--- config.mk ---
export PLATFORM = sky130hd
export DESIGN_NAME = memory_access
export DESIGN_NICKNAME = d
export VERILOG_FILES = /design/src/rtl/memory_access.sv
export SDC_FILE = /design/constraint.sdc
export NUM_CORES = 1
export LEC_CHECK = 0
export ABC_AREA = 1
export BUFFER_PORTS_ARGS = -buffer_cell sky130_fd_sc_hd__buf_4
export CELL_PAD_IN_SITES_DETAIL_PLACEMENT = 0
export CELL_PAD_IN_SITES_GLOBAL_PLACEMENT = 1
export CORE_MARGIN = 5
export CORE_UTILIZATION = 38
export CTS_CLUSTER_DIAMETER = 40
export DETAILED_ROUTE_END_ITERATION = 10
export HOLD_SLACK_MARGIN = 0.06
export PLACE_DENSITY = 0.93
export SLEW_MARGIN = 20
export SYNTH_ARGS = -nofsm -noshare
export SYNTH_HDL_FRONTEND = slang
export SYNTH_SLANG_ARGS = --single-unit
--- constraint.sdc ---
create_clock -name clk -period 3.5 [get_ports clk]
set_input_delay 0.35 -clock clk [delete_from_list [all_inputs] [get_ports clk]]
set_output_delay 0.35 -clock clk [all_outputs]
set_load 0.01 [all_outputs]
--- src/rtl/memory_access.sv ---
// memory_access
// Load/store unit following the RV32I execute stage. Takes the ALU result as
// an effective address (or a plain passthrough value for non-memory ops) and
// the rs2 store data, runs one valid/ready transaction against data memory and
// returns exactly one response per accepted request.
//
// Ports
//   clk, reset            clock, asynchronous active-low reset
//   req_valid_i/ready_o   request handshake from execute (ready only in IDLE)
//   opcode_i, funct3_i    instruction opcode and access width/sign
//   addr_i                ALU result
//   store_data_i          rs2 value
//   dmem_req_*            memory request: word address, we, strobes, wdata
//   dmem_rsp_valid_i      load data valid (only looked at in WAIT)
//   dmem_rdata_i          load word
//   rsp_valid_o           one-cycle completion pulse
//   rsp_data_o            load result / passthrough value / 0
//   fault_o               misaligned or illegal funct3, qualified by rsp_valid_o
//
// state | meaning
// IDLE  | ready for a request; decode and register it on acceptance
// REQ   | memory request presented, held stable until dmem_req_ready_i
// WAIT  | load issued, waiting for dmem_rsp_valid_i
// DONE  | rsp_valid_o high for this single cycle
module memory_access #(
   parameter int DWIDTH = 32,
   parameter int AWIDTH = 32
) (
   input  logic              clk,
   input  logic              reset,
   input  logic              req_valid_i,
   output logic              req_ready_o,
   input  logic [6:0]        opcode_i,
   input  logic [2:0]        funct3_i,
   input  logic [AWIDTH-1:0] addr_i,
   input  logic [DWIDTH-1:0] store_data_i,
   output logic              dmem_req_valid_o,
   input  logic              dmem_req_ready_i,
   output logic [AWIDTH-1:0] dmem_addr_o,
   output logic              dmem_we_o,
   output logic [3:0]        dmem_wstrb_o,
   output logic [DWIDTH-1:0] dmem_wdata_o,
   input  logic              dmem_rsp_valid_i,
   input  logic [DWIDTH-1:0] dmem_rdata_i,
   output logic              rsp_valid_o,
   output logic [DWIDTH-1:0] rsp_data_o,
   output logic              fault_o
);

   localparam logic [6:0] OPC_LOAD  = 7'b0000011;
   localparam logic [6:0] OPC_STORE = 7'b0100011;

   typedef enum logic [1:0] {
      ST_IDLE = 2'd0,
      ST_REQ  = 2'd1,
      ST_WAIT = 2'd2,
      ST_DONE = 2'd3
   } state_t;

   state_t              state_q, state_d;
   logic                dmem_req_valid_q, dmem_req_valid_d;
   logic [AWIDTH-1:0]   dmem_addr_q, dmem_addr_d;
   logic                dmem_we_q, dmem_we_d;
   logic [3:0]          dmem_wstrb_q, dmem_wstrb_d;
   logic [DWIDTH-1:0]   dmem_wdata_q, dmem_wdata_d;
   logic                rsp_valid_q, rsp_valid_d;
   logic [DWIDTH-1:0]   rsp_data_q, rsp_data_d;
   logic                fault_q, fault_d;
   logic [2:0]          funct3_q, funct3_d;
   logic [1:0]          offset_q, offset_d;

   logic                is_load;
   logic                is_store;
   logic                misaligned;
   logic                load_bad;
   logic                store_bad;
   logic                req_fault;
   logic [3:0]          store_strb;
   logic [DWIDTH-1:0]   store_wdata;
   logic [DWIDTH-1:0]   load_shifted;
   logic [DWIDTH-1:0]   load_ext;

   // Request decode (combinational on the incoming request)
   always_comb begin
      is_load    = (opcode_i == OPC_LOAD);
      is_store   = (opcode_i == OPC_STORE);
      misaligned = ((funct3_i[1:0] == 2'b01) && addr_i[0]) ||
                   ((funct3_i[1:0] == 2'b10) && (addr_i[1:0] != 2'b00));
      load_bad   = is_load && ((funct3_i == 3'b011) || (funct3_i == 3'b110) ||
                               (funct3_i == 3'b111));
      store_bad  = is_store && !((funct3_i == 3'b000) || (funct3_i == 3'b001) ||
                                 (funct3_i == 3'b010));
      req_fault  = (is_load || is_store) && (misaligned || load_bad || store_bad);
   end

   // Store lanes: narrow data is replicated so every lane carries it and the
   // strobe alone selects the bytes that land.
   always_comb begin
      store_strb  = 4'b1111;
      store_wdata = store_data_i;
      unique case (funct3_i[1:0])
         2'b00: begin
            store_strb  = 4'b0001 << addr_i[1:0];
            store_wdata = {4{store_data_i[7:0]}};
         end
         2'b01: begin
            store_strb  = 4'b0011 << addr_i[1:0];
            store_wdata = {2{store_data_i[15:0]}};
         end
         default: begin
            store_strb  = 4'b1111;
            store_wdata = store_data_i;
         end
      endcase
   end

   // Load extract uses the funct3/offset registered at acceptance
   always_comb begin
      load_shifted = dmem_rdata_i >> {offset_q, 3'b000};
      load_ext     = load_shifted;
      unique case (funct3_q)
         3'b000:  load_ext = {{24{load_shifted[7]}}, load_shifted[7:0]};
         3'b001:  load_ext = {{16{load_shifted[15]}}, load_shifted[15:0]};
         3'b100:  load_ext = {24'd0, load_shifted[7:0]};
         3'b101:  load_ext = {16'd0, load_shifted[15:0]};
         default: load_ext = load_shifted;
      endcase
   end

   // Next-state and registered-output logic
   always_comb begin
      state_d          = state_q;
      dmem_req_valid_d = dmem_req_valid_q;
      dmem_addr_d      = dmem_addr_q;
      dmem_we_d        = dmem_we_q;
      dmem_wstrb_d     = dmem_wstrb_q;
      dmem_wdata_d     = dmem_wdata_q;
      rsp_valid_d      = 1'b0;
      rsp_data_d       = rsp_data_q;
      fault_d          = fault_q;
      funct3_d         = funct3_q;
      offset_d         = offset_q;

      unique case (state_q)
         ST_IDLE: begin
            if (req_valid_i) begin
               funct3_d = funct3_i;
               offset_d = addr_i[1:0];
               if (!(is_load || is_store)) begin
                  state_d     = ST_DONE;
                  rsp_valid_d = 1'b1;
                  rsp_data_d  = addr_i;
                  fault_d     = 1'b0;
               end else if (req_fault) begin
                  state_d     = ST_DONE;
                  rsp_valid_d = 1'b1;
                  rsp_data_d  = '0;
                  fault_d     = 1'b1;
               end else begin
                  state_d          = ST_REQ;
                  dmem_req_valid_d = 1'b1;
                  dmem_addr_d      = {addr_i[AWIDTH-1:2], 2'b00};
                  dmem_we_d        = is_store;
                  dmem_wstrb_d     = is_store ? store_strb : 4'b0000;
                  dmem_wdata_d     = is_store ? store_wdata : '0;
               end
            end
         end
         ST_REQ: begin
            if (dmem_req_ready_i) begin
               dmem_req_valid_d = 1'b0;
               if (dmem_we_q) begin
                  state_d     = ST_DONE;
                  rsp_valid_d = 1'b1;
                  rsp_data_d  = '0;
                  fault_d     = 1'b0;
               end else begin
                  state_d = ST_WAIT;
               end
            end
         end
         ST_WAIT: begin
            if (dmem_rsp_valid_i) begin
               state_d     = ST_DONE;
               rsp_valid_d = 1'b1;
               rsp_data_d  = load_ext;
               fault_d     = 1'b0;
            end
         end
         ST_DONE: begin
            state_d = ST_IDLE;
            fault_d = 1'b0;
         end
         default: state_d = ST_IDLE;
      endcase
   end

   always_ff @(posedge clk or negedge reset) begin
      if (!reset) begin
         state_q          <= ST_IDLE;
         dmem_req_valid_q <= 1'b0;
         dmem_addr_q      <= '0;
         dmem_we_q        <= 1'b0;
         dmem_wstrb_q     <= 4'b0000;
         dmem_wdata_q     <= '0;
         rsp_valid_q      <= 1'b0;
         rsp_data_q       <= '0;
         fault_q          <= 1'b0;
         funct3_q         <= 3'b000;
         offset_q         <= 2'b00;
      end else begin
         state_q          <= state_d;
         dmem_req_valid_q <= dmem_req_valid_d;
         dmem_addr_q      <= dmem_addr_d;
         dmem_we_q        <= dmem_we_d;
         dmem_wstrb_q     <= dmem_wstrb_d;
         dmem_wdata_q     <= dmem_wdata_d;
         rsp_valid_q      <= rsp_valid_d;
         rsp_data_q       <= rsp_data_d;
         fault_q          <= fault_d;
         funct3_q         <= funct3_d;
         offset_q         <= offset_d;
      end
   end

   assign req_ready_o      = (state_q == ST_IDLE);
   assign dmem_req_valid_o = dmem_req_valid_q;
   assign dmem_addr_o      = dmem_addr_q;
   assign dmem_we_o        = dmem_we_q;
   assign dmem_wstrb_o     = dmem_wstrb_q;
   assign dmem_wdata_o     = dmem_wdata_q;
   assign rsp_valid_o      = rsp_valid_q;
   assign rsp_data_o       = rsp_data_q;
   assign fault_o          = fault_q;

endmodule

==> impl_metrics.toml, run 1 <==
[run_status]
status = "completed"

[grt]
gr-total-overflow = 0
grt.total_usage = 0.2069
grt_max_degree = 55
grt_pass1_wl_um = 29950
first_global_vias = 5718
antenna_found_initial = 0

[floorplanning]
coreArea_mm2 = 0.01526
dieWidth_um = 135.1
die_area_mm2 = 0.01825
row_count = 45
io_pins = 216
die_h_um = 135.1
start_util = 0.3896

[synthesis]
synth_cell_types = 35
synth_ff_type = "dfrtp_1"
yosysWarnings = 0
yosysMostFrequentCell = "nand2_1"
avgSynthCellArea_um2 = 7.223
synth.cell_area_mm2 = 0.005944
synthCells = 823
ys_seq_area_frac = 0.4589
synth_area_leaders = "dfrtp_1, nand2_1, o21ai_0"
synth_edf_count = 0
ys_seq_elements = 109
ys_top_cells_by_count = "nand2_1, dfrtp_1, o21ai_0"
synth_top_area_share = 0.4589
synthArstFlopShare = 1.000
synth_top_area_cell = "dfrtp_1"

[final_layout]
area_growth_pct = 32.96
fillers = 1533
final_cells = 1226
final_area_mm2 = 0.007904
multi_input_area_mm2 = 0.002819
post-route-util = 0.5180
nNetsFinal = 1126
seqCellArea_mm2 = 0.002728
layout-drive-gt1-share = 0.2739
n_antenna_cell = 0

[place]
pre_cts_slack_ns = 0.8939
placement.cell_area_mm2 = 0.007582
gp_congestion = 0.8966
io_buffers = 213
dpl.hpwl_um = 14100
dp.cells = 1209

[cts]
htreeDepth = 3
post_cts_resized = 0
ctsRootBufferMaster = "clkbuf_16"
tritoncts = "yes"
cts_buffers = 9
clk_pin_slew_worst_paths_ns = 0.08
cts_setup_buffers = 0
clkLatencyLatePin_ns = 0.37
clock_sinks = 109
clock_path_buffers = 2

[setup_path]
path_class = "reg2reg"
crit_fanout = 36
r2r_start = "state_q[0]"
r2r_slack_ns = 0.94
reg2reg_to = "dmem_wdata_o[1]"
arrival_ns = 2.77
startpoint = "state_q[0]"
start_kind = "flop"
worstPathRequired_ns = 3.71
reg2regPathDepth = 8
end_kind = "flop"

[sta]
report.final.slew_viol_count = 0
hold_viol_final = 0
finalSetupViolations = 0
grt_setup_unrepaired = "false"
layout_setup_ws_ns = 0.9442
fmax_ghz = 0.3913
min_period_ns = 2.556
fin_tns_setup_ns = 0
clock_skew_ns = 0.008581
slew_headroom = 0.3537
worst_pin_slew_ns = 0.9684
hold_ws_ns = 0.2004
fin_crit_sh = 0.7302

[worst_hold_path]
worstHoldStart = "addr_i[17]"
hold_class = "in2reg"
min_path_cells = 3
holdPathEnd = "dmem_addr_o[17]"

[detailed_routing]
vias_per_cell = 4.801
drt_wl_total_um = 19050
drt_iter0_markers = 364
wire_per_inst_um = 15.54
drtAntennaViolNets = 0
drc = 0
routed-via-count = 5886
firstDrtPassIters = 5

[power]
p_leak_nw = 4.494
totalPowerFinal_mw = 5.277
p_per_area_mw_per_mm2 = 667.6
peakVddDrop_v = 0.0003829

[job]
cap_violations = 0
-- cell type report --
class / instances / area share
Clock buffer: 9 / 0.02849
Clock inverter: 7 / 0.01092
Inverter: 30 / 0.01425
Multi-Input combinational cell: 638 / 0.3567
Sequential cell: 109 / 0.3451
Tap cell: 211 / 0.03340
Timing Repair Buffer: 222 / 0.2112
-- registers in the layout, summed over array words and instances (netlist names) --
| register | flops |
|---|---|
| dmem_addr_o | 30 |
| offset_q | 2 |
| dmem_req_valid_o | 1 |
| state_q | 2 |
| fault_o | 1 |
| dmem_we_o | 1 |
| rsp_valid_o | 1 |
| dmem_wstrb_o | 4 |
| rsp_data_o | 32 |
| funct3_q | 3 |
| dmem_wdata_o | 32 |
-- kinds of logic after synthesis --
logic type      Yosys count  synth area share
simple gates            533            0.3665
fa+ha+maj                 5           0.01052
flops                   109            0.4589
compound gates           98           0.09598
other cells               1         0.0006308
buf+inv                  77           0.06756
-- critical path, stage by stage, from the launching register on --
cell and delay, ns:
dfrtp_1 0.42, inv_1 0.13, ha_1 0.35, nand2_1 0.33
nor2_8 0.33, inv_2 0.27, buf_4 0.36, nand2_1 0.09
o21ai_0 0.10
-- layout by cell type (no fill, tap or decap), types with 2 or more instances in the layout --
master / netlist / layout
o21a_1: 3 / 3
clkbuf_16: 0 / 9
conb_1: 1 / 2
a21oi_1: 21 / 21
nor2_2: 3 / 3
nand3_1: 45 / 45
inv_8: 0 / 2
nand2_1: 427 / 427
dfrtp_1: 109 / 109
or2_2: 13 / 13
nand2_2: 4 / 4
nor2_1: 30 / 30
nor2_4: 2 / 2
o21ai_0: 46 / 46
o21bai_1: 3 / 3
nand3_2: 4 / 4
or2_1: 2 / 2
inv_2: 3 / 3
ha_1: 5 / 5
buf_4: 6 / 221
o21ai_2: 9 / 9
o22ai_1: 9 / 9
o221ai_1: 2 / 2
inv_6: 0 / 2
inv_1: 26 / 26
-- how the worst max path moves through the flow --
stage | end | slack, ns | cells past startpoint
floorplan | rsp_data_o[22] | 1.69 | 11
global placement | dmem_wdata_o[13] | 1.0 | 11
detailed placement | dmem_wdata_o[1] | 0.89 | 11
CTS | dmem_wdata_o[1] | 0.91 | 8
global route | rsp_data_o[15] | 0.70 | 8
finish | dmem_wdata_o[1] | 0.94 | 8
-- routing by layer --
layer	wire length [um]	track usage	vias to the layer above
li1	-	-	2952
met1	8171	0.2662	2705
met2	8894	0.3363	209
met3	1686	0.06297	20
met4	296	0.06383	0
met5	0	0	-
-- where the power goes --
group | internal (mW) | switching [mW] | total, mW | leakage, nW
sequential | 1.51 | 0.170 | 1.68 | 1.46
clock | 0.573 | 0.523 | 1.10 | 0.150
combinational | 0.917 | 1.59 | 2.50 | 2.88
-- repair_timing --
item | CTS | global route
hold endpoints to repair | 4 | 0
setup endpoints to repair | 0 | 0
hold buffers | 1 | 0
(Power assumes the default switching activity.)
==> inputs of run 2 (changes only) <==
--- a/config.mk
+++ b/config.mk
@@ -10,11 +10,11 @@
 export CELL_PAD_IN_SITES_DETAIL_PLACEMENT = 0
 export CELL_PAD_IN_SITES_GLOBAL_PLACEMENT = 1
 export CORE_MARGIN = 5
-export CORE_UTILIZATION = 38
+export CORE_UTILIZATION = 35
 export CTS_CLUSTER_DIAMETER = 40
 export DETAILED_ROUTE_END_ITERATION = 10
 export HOLD_SLACK_MARGIN = 0.06
-export PLACE_DENSITY = 0.93
+export PLACE_DENSITY = 0.87
 export SLEW_MARGIN = 20
 export SYNTH_ARGS = -nofsm -noshare
 export SYNTH_HDL_FRONTEND = slang
==> constraint.sdc (replaced) <==
create_clock -name clk -period 2.5 [get_ports clk]
set_input_delay 0.25 -clock clk [delete_from_list [all_inputs] [get_ports clk]]
set_output_delay 0.25 -clock clk [all_outputs]
set_load 0.01 [all_outputs]
==> impl_metrics.toml, run 2 (synthesis gave the netlist of run 1 again) <==
[detailed_routing]
vias_per_cell = 4.663
drt_iter0_markers = 383
drt_wl_total_um = 19190
routed-via-count = 5782
wire_per_inst_um = 15.48
drc = 0
firstDrtPassIters = 5
drtAntennaViolNets = 0

[sta]
worst_pin_slew_ns = 0.7184
clock_skew_ns = 0.007040
slew_headroom = 0.5211
hold_viol_final = 0
grt_setup_unrepaired = "false"
report.final.slew_viol_count = 0
min_period_ns = 2.261
fin_crit_sh = 0.9044
fmax_ghz = 0.4423
finalSetupViolations = 0
fin_tns_setup_ns = 0
hold_ws_ns = 0.1019

[setup_path]
path_buf_inv = 3
path_delay_family = "simple AND/OR/NAND/NOR gates"
r2r_start = "state_q[0]"
crit_fanout = 21
startpoint = "state_q[0]"
slowest_stage = "dfrtp_1"
path_cells = "inv_1 -> ha_1 -> inv_2 -> or2_1 -> o21ai_1 -> a21oi_2 -> nand3_2 -> buf_12 -> nand2_1 -> o21ai_0"
worstPathRequired_ns = 2.74
start_kind = "flop"
path_class = "reg2reg"
end_kind = "flop"
cpPeakStageDelay_ns = 0.41
arrival_ns = 2.50

[grt]
grt_pass1_wl_um = 30440
grt.total_usage = 0.1925
antenna_found_initial = 0
grt_max_degree = 67
first_global_vias = 5685
gr-total-overflow = 0

[final_layout]
fillers = 1707
final_area_mm2 = 0.007961
final_cell_mix = "nand2_1, buf_4, dfrtp_1, o21ai_0, nand3_1"
layout_commonest_cell = "nand2_1"
final_cells = 1240
area_growth_pct = 33.93
nNetsFinal = 1131
layout-drive-gt1-share = 0.2775
n_antenna_cell = 0

[floorplanning]
io_pins = 216
dieWidth_um = 140.3
start_util = 0.3572
die_area_mm2 = 0.01969
row_count = 47
die_h_um = 140.3
coreArea_mm2 = 0.01664

[power]
peakVddDrop_v = 0.0004580
p_int_mw = 4.207
power.switching_mw = 3.230
p_leak_nw = 4.520
totalPowerFinal_mw = 7.437
seqPwrFrac = 0.318
p_per_area_mw_per_mm2 = 934.2
pwr-share-comb = 0.493
pwr-share-clk = 0.189
swShare = 0.4344

[cts]
cts_buffers = 9
cts_setup_buffers = 0
htreeDepth = 3
ctsRootBufferMaster = "clkbuf_16"
clk_pin_slew_worst_paths_ns = 0.08
post_cts_resized = 0
clock_path_buffers = 2
clock_sinks = 109
clkLatencyLatePin_ns = 0.36
tritoncts = "yes"

[place]
dpl.hpwl_um = 14360
dp.cells = 1223
io_buffers = 213
placement.cell_area_mm2 = 0.007669
gp_congestion = 0.8623

[worst_hold_path]
worstHoldStart = "addr_i[19]"
hold_class = "in2reg"

[job]
cap_violations = 0

[run_status]
status = "completed"
## run 2: cell types whose count changed in the layout (fill, tap and decap cells not counted)
cell	delta
inv_6	-1
buf_12	+3
buf_4	+2
bufinv_16	-1
clkinv_2	+2
## run 2: worst min-delay path: stages
cell	delay (ns)
buf_4	0.08
nand2_1	0.04
nand2_1	0.05
## run 2: worst paths after layout
| kind | to | slack (ns) | cells past startpoint |
|---|---|---|---|
| setup / recovery | rsp_data_o[15] | 0.24 | 10 |
| hold / removal | dmem_addr_o[19] | 0.10 | 3 |
| setup reg to reg | rsp_data_o[15] | 0.24 | 10 |
| hold reg to reg | dmem_addr_o[10] | 0.47 | 2 |
| max in group asynchronous | dmem_wdata_o[16] | 1.24 | 3 |
| min in group asynchronous | dmem_addr_o[4] | 0.46 | 2 |
## run 2: through the flow
| stage | utilization | setup WS, ns |
|---|---|---|
| after detailed placement | 0.4608 | 0.1953 |
| after floorplan | - | 0.6901 |
| after global placement | 0.4608 | 0.3167 |
| after CTS | 0.4784 | 0.1951 |
| final | 0.4784 | 0.2389 |
| after global routing | 0.4784 | 0.04211 |
## run 2: power by group through the flow
stage          logic [mW]  clock network (mW)  registers, mW
6_report             3.67                1.40           2.36
5_1_grt              4.16                1.51           2.41
4_1_cts              3.72                1.44           2.36
3_5_place_dp         3.71                   0           2.40
3_3_place_gp         3.67                   0           2.40
2_1_floorplan        2.34                   0           2.43
## run 2: area by class of cell
type | instances | area (um^2) | share of cell area
clock inverters | 7 | 57.56 | 0.007229
multi-input cells | 638 | 2819 | 0.3541
clock buffers | 9 | 225.2 | 0.02829
inverters | 30 | 112.6 | 0.01414
repair buffers | 227 | 1744 | 0.2191
flip-flops and latches | 109 | 2728 | 0.3426
well taps | 220 | 275.3 | 0.03457
## run 2: repair_timing
action / CTS / global route
hold buffers: 1 / 0
endpoints found under the setup margin: 0 / 0
endpoints found under the hold margin: 43 / 0
## run 2: per-layer routing
metal  GRT usage  vias to the layer above  part of all wire
met5           0                        -                 0
met4     0.05762                        0             0.016
met3     0.05862                       19             0.090
met2      0.3054                      190              0.46
met1      0.2540                     2606              0.44
li1            -                     2967                 -
==> inputs of run 3 (changes only) <==
--- a/config.mk
+++ b/config.mk
@@ -9,7 +9,7 @@
 export BUFFER_PORTS_ARGS = -buffer_cell sky130_fd_sc_hd__buf_4
 export CELL_PAD_IN_SITES_DETAIL_PLACEMENT = 0
 export CELL_PAD_IN_SITES_GLOBAL_PLACEMENT = 1
-export CORE_MARGIN = 5
+export CORE_MARGIN = 4
 export CORE_UTILIZATION = 35
 export CTS_CLUSTER_DIAMETER = 40
 export DETAILED_ROUTE_END_ITERATION = 10
==> impl_metrics.toml, run 3 (synthesis gave the netlist of run 1 again) <==
[run_status]
status = "completed"

[sta]
slew_headroom = 0.5053
hold_viol_final = 0
report.final.slew_viol_count = 0
fin_crit_sh = 0.8824
clock_skew_ns = 0.008941
min_period_ns = 2.206
fin_tns_setup_ns = 0
fmax_ghz = 0.4533
hold_ws_ns = 0.1011
worst_pin_slew_ns = 0.7420
layout_setup_ws_ns = 0.2939
finalSetupViolations = 0
grt_setup_unrepaired = "false"

[final_layout]
final_cells = 1242
n_antenna_cell = 0
final_cell_mix = "nand2_1, buf_4, dfrtp_1, o21ai_0, nand3_1"
layout_commonest_cell = "nand2_1"
seqCellArea_mm2 = 0.002728
multi_input_area_mm2 = 0.002819
nNetsFinal = 1133
fillers = 1710
layout-drive-gt1-share = 0.2779
area_growth_pct = 34.03

[job]
cap_violations = 0

[detailed_routing]
drt_wl_total_um = 18790
firstDrtPassIters = 5
routed-via-count = 5842
drt_iter0_markers = 353
wire_per_inst_um = 15.13
drc = 0
vias_per_cell = 4.704
drtAntennaViolNets = 0

[floorplanning]
die_area_mm2 = 0.01913
row_count = 47
coreArea_mm2 = 0.01664
dieWidth_um = 138.3
io_pins = 216
die_h_um = 138.3
start_util = 0.3572

[setup_path]
arrival_ns = 2.47
start_kind = "flop"
worstPathRequired_ns = 2.77
crit_fanout = 29
reg2regPathDepth = 8
path_class = "reg2reg"
r2r_slack_ns = 0.29
r2r_start = "state_q[1]"
reg2reg_to = "dmem_wdata_o[26]"
end_kind = "flop"

[cts]
clock_path_buffers = 2
clk_pin_slew_worst_paths_ns = 0.08
clock_sinks = 109
post_cts_resized = 0
ctsRootBufferMaster = "clkbuf_16"
htreeDepth = 3
clkLatencyLatePin_ns = 0.36
cts_buffers = 9
tritoncts = "yes"

[place]
gp_congestion = 0.8614
dp.cells = 1225
pre_cts_slack_ns = 0.2793
dpl.hpwl_um = 14140
io_buffers = 213

[grt]
grt_pass1_wl_um = 30130
first_global_vias = 5662
grt.total_usage = 0.1946
antenna_found_initial = 0
gr-total-overflow = 0
grt_max_degree = 67

[power]
peakVddDrop_v = 0.0003847
p_per_area_mw_per_mm2 = 926.3
p_leak_nw = 4.527
totalPowerFinal_mw = 7.380

[worst_hold_path]
worstHoldStart = "addr_i[6]"
holdPathEnd = "dmem_addr_o[6]"
hold_class = "in2reg"
min_path_cells = 3
-- run 3: worst max-delay path by stage --
stage	start	to	slack, ns	cells past startpoint
after global placement	state_q[0]	dmem_wdata_o[20]	0.39	8
after floorplan	state_q[0]	rsp_data_o[22]	0.69	11
after CTS	state_q[0]	rsp_data_o[15]	0.27	10
final	state_q[1]	dmem_wdata_o[26]	0.29	8
after detailed placement	state_q[1]	dmem_wdata_o[23]	0.28	8
after global routing	state_q[0]	rsp_data_o[15]	0.08	10
-- run 3: critical path: stages, from the launching register on --
cell and delay (ns):
dfrtp_1 0.41, inv_1 0.15, ha_1 0.20, buf_4 0.16, nand2_1 0.15, nor2_8 0.15
buf_4 0.21, nand2_2 0.36, o21ai_0 0.31
-- run 3: layout make-up --
class | instances | share of cell area
multi-input combinational | 638 | 0.3538
sequential | 109 | 0.3423
timing repair buffer | 229 | 0.2192
tap | 220 | 0.03455
clock buffer | 10 | 0.02874
inverter | 30 | 0.01413
clock inverter | 6 | 0.007224
-- run 3: timing repair --
action	CTS	global route
buffers inserted	0	0
endpoints found under the hold margin	43	0
hold buffers	1	0
-- run 3: layer usage --
metal,track usage,routed length (um),up-vias
met4,0.05460,335,0
met5,0,0,-
li1,-,-,2974
met3,0.06492,1538,23
met2,0.3083,8683,192
met1,0.2560,8230,2653
-- run 3: through the flow --
step	util	area, um^2
6_report	0.4788	7968
3_5_place_dp	0.4609	7671
4_1_cts	0.4788	7968
5_1_grt	0.4788	7968
2_1_floorplan	-	5948
3_3_place_gp	0.4609	7671
-- run 3: report_power, final --
group	internal [mW]	switching [mW]
sequential	2.11	0.245
combinational	1.37	2.26
clock	0.699	0.701
total	4.18	3.20
